===== config.mk =====
export PLATFORM = sky130hd
export DESIGN_NAME = flop_r
export DESIGN_NICKNAME = d
export VERILOG_FILES = /design/src/rtl/flop_r.sv
export SDC_FILE = /design/constraint.sdc
export NUM_CORES = 1
export LEC_CHECK = 0
export CORE_MARGIN = 4
export CORE_UTILIZATION = 28
export DETAILED_ROUTE_END_ITERATION = 10
export GPL_TIMING_DRIVEN = 0
export PLACE_DENSITY_LB_ADDON = 0.12
export SYNTH_ARGS = -nofsm -noshare
export SYNTH_HDL_FRONTEND = slang
export SYNTH_SLANG_ARGS = --single-unit
export TNS_END_PERCENT = 50

===== constraint.sdc =====
create_clock -name clk -period 0.8 [get_ports clk]
set_clock_uncertainty 0.1 [all_clocks]
set_input_delay 0.12 -clock clk [delete_from_list [all_inputs] [get_ports clk]]
set_output_delay 0.12 -clock clk [all_outputs]
set_load 0.05 [all_outputs]

===== src/rtl/flop_r.sv =====
// N-bit D register with asynchronous active-low clear.
// State element for the PC and other datapath holders; q is always registered.
module flop_r #(
   parameter int N = 64
) (
   input  logic         clk,
   input  logic         reset,
   input  logic [N-1:0] d,
   output logic [N-1:0] q
);

   // Clear wins over a coincident clock edge because the reset branch is tested first.
   always_ff @(posedge clk or negedge reset) begin
      if (!reset) begin
         q <= '0;
      end else begin
         q <= d;
      end
   end

endmodule


==> results.toml <==
[run_status]
status = "finished, violations left"
violations = "hold timing, setup timing"

[logic_synthesis]
ys_warn_count = 0
ys_seq_elements = 64
yosys.cell_types.count = 1
synth_nets = 130
avgSynthCellArea_sq_um = 25.02
synth_area_sq_mm = 0.001602
synth-seq-area-share_pct = 100.0
synthCells = 64

[global_route]
grt_pass1_vias = 1178
grt_first_pass_wirelength_mm = 6.016
antenna_found_initial = 0
grt_use_total_pct = 11.64
grt_start_max_net_pins = 37
grt-ovfl-total = 0

[drt]
drc_errors = 0
drt_iter0_drc = 16
ant_nets = 0
wl_per_cell_um = 13.48
vias = 1047
wirelength_mm = 3.802
first_pass_iters = 2
vias_per_cell = 3.713

[power]
power.density_mw_per_mm2 = 2271
p_leak_nw = 1.468
power.ir.vdd_worst_v = 0.001550
p_total_w = 0.007532

[sta]
rsz0062_at_grt = "true"
final-max-slew-violation-count = 0
finalCriticalPeriod_ns = 1.097
finalSetupViolations = 64
period_share_pct = 137.1
hold_ws_ns = -0.2828
maxSlewHeadroom_pct = 57.80
hold_violations = 28
fin_ws_ns = -0.2969
maxClockFrequency_mhz = 911.6
worstMarginPinSlew_ns = 0.6330

[worst_setup_path]
endpoint_kind = "primary output"
slowest_stage = "dfrtp_2"
cp.arrival_ns = 0.88
cp_top_family = "flip-flops"
path_cells = "buf_6"
crit_buf_inv = 1
crit_end = "q[12]"
cp_data_required_time_ns = 0.58
worstSetupPathDepth = 1
cp-start-kind = "register"
crit_fanout = 1
crit_path_max_incr_delay_ns = 0.41
startpoint = "q[12]$_DFF_PN0_"
path_class = "register to primary output"

[floorplanning]
core_sq_mm = 0.005540
dieArea_sq_mm = 0.006994
dieHeight_um = 83.63
die_x_um = 83.63
ios = 130
start_util_pct = 28.91
rows = 27

[place]
dpl_cell_area_sq_mm = 0.003038
portBuffers = 129
post-place-ws_ns = -0.5605
gp_congestion = 0.7398
dp.cells = 266
hpwl_mm = 2.934

[clock_network]
clk_pin_slew_ns = 0.06
clock_path_buffers = 2
cts_tree = "yes"
cts_root_buffer = "clkbuf_8"
post_cts_buffers = 0
clkSinkCount = 64
htreeDepth = 3
numCtsBuffers = 9

[flow_run]
max-cap-violations = 0

[finish]
final_cells = 282
post-route-util_pct = 59.87
top_regs = "q (64)"
largest_reg_flops = 64
layout-drive-gt1-share_pct = 53.33
final_cell_mix = "clkdlybuf4s50_1, buf_6, dfrtp_2, dfrtp_1, clkbuf_8"
antenna_cells = 0
multi_input_cells = 0
top_register = "q"
design_area_sq_mm = 0.003317
area_delta_synth_final_pct = 107.1
fin_nets = 271
fillCellCount = 440
multi_input_area_sq_um = 0

[hold_path]
hold_class = "primary input to async pin"
## layer usage
layer / global-route usage (%) / routed length (um) / vias up
li1: - / - / 478
met1: 12.54 / 1299 / 491
met2: 17.79 / 1983 / 74
met3: 6.219 / 477 / 4
met4: 7.456 / 42 / 0
met5: 0 / 0 / -
## report_power, final
part | internal (W) | switching [W] | leakage (nW)
clock | 0.00160 | 0.00107 | 0.103
combinational | 0.000597 | 0.000769 | 0.651
sequential | 0.00342 | 0.0000756 | 0.714
total | 0.00561 | 0.00192 | 1.47
## repair_timing
| item | 4_1_cts | 5_1_grt |
|---|---|---|
| gates resized for setup | 448 | 0 |
| setup endpoints to repair | 64 | 64 |
| endpoints found under the hold margin | 28 | 28 |
## worst min path at each step
stage / start / cells past startpoint / end
floorplan: reset / 0 / q[0]$_DFF_PN0_
global placement: d[29] / 1 / q[29]$_DFF_PN0_
detailed placement: reset / 1 / q[39]$_DFF_PN0_
CTS: reset / 1 / q[56]$_DFF_PN0_
global route: reset / 1 / q[42]$_DFF_PN0_
finish: reset / 1 / q[39]$_DFF_PN0_
## cell families (layout without fill, tap and decap cells)
group / after synthesis / after routing / share of synthesized area [%]
buffers and inverters: 0 / 146 / 0
flip-flops: 64 / 64 / 100.0
## cells in the mapped netlist
cell type	n	area share, %
dfrtp_1	64	100
## final cells by class
cell class	instances	area, sq um	area share, %
clock inverters	3	40.04	1.207
flip-flops and latches	64	1642	49.49
well taps	72	90.09	2.716
clock buffers	13	158.9	4.791
repair buffers	130	1386	41.80
## metrics by stage
stage | setup TNS (ns) | hold WS (ns)
floorplan | -0.1903 | -0.2756
global placement | -191.35 | 0.4604
detailed placement | -38.59 | 0.08323
CTS | -19.20 | -0.2748
global route | -20.34 | -0.2452
finish | -17.42 | -0.2828
No activity file was read; power rests on OpenSTA's default activity.
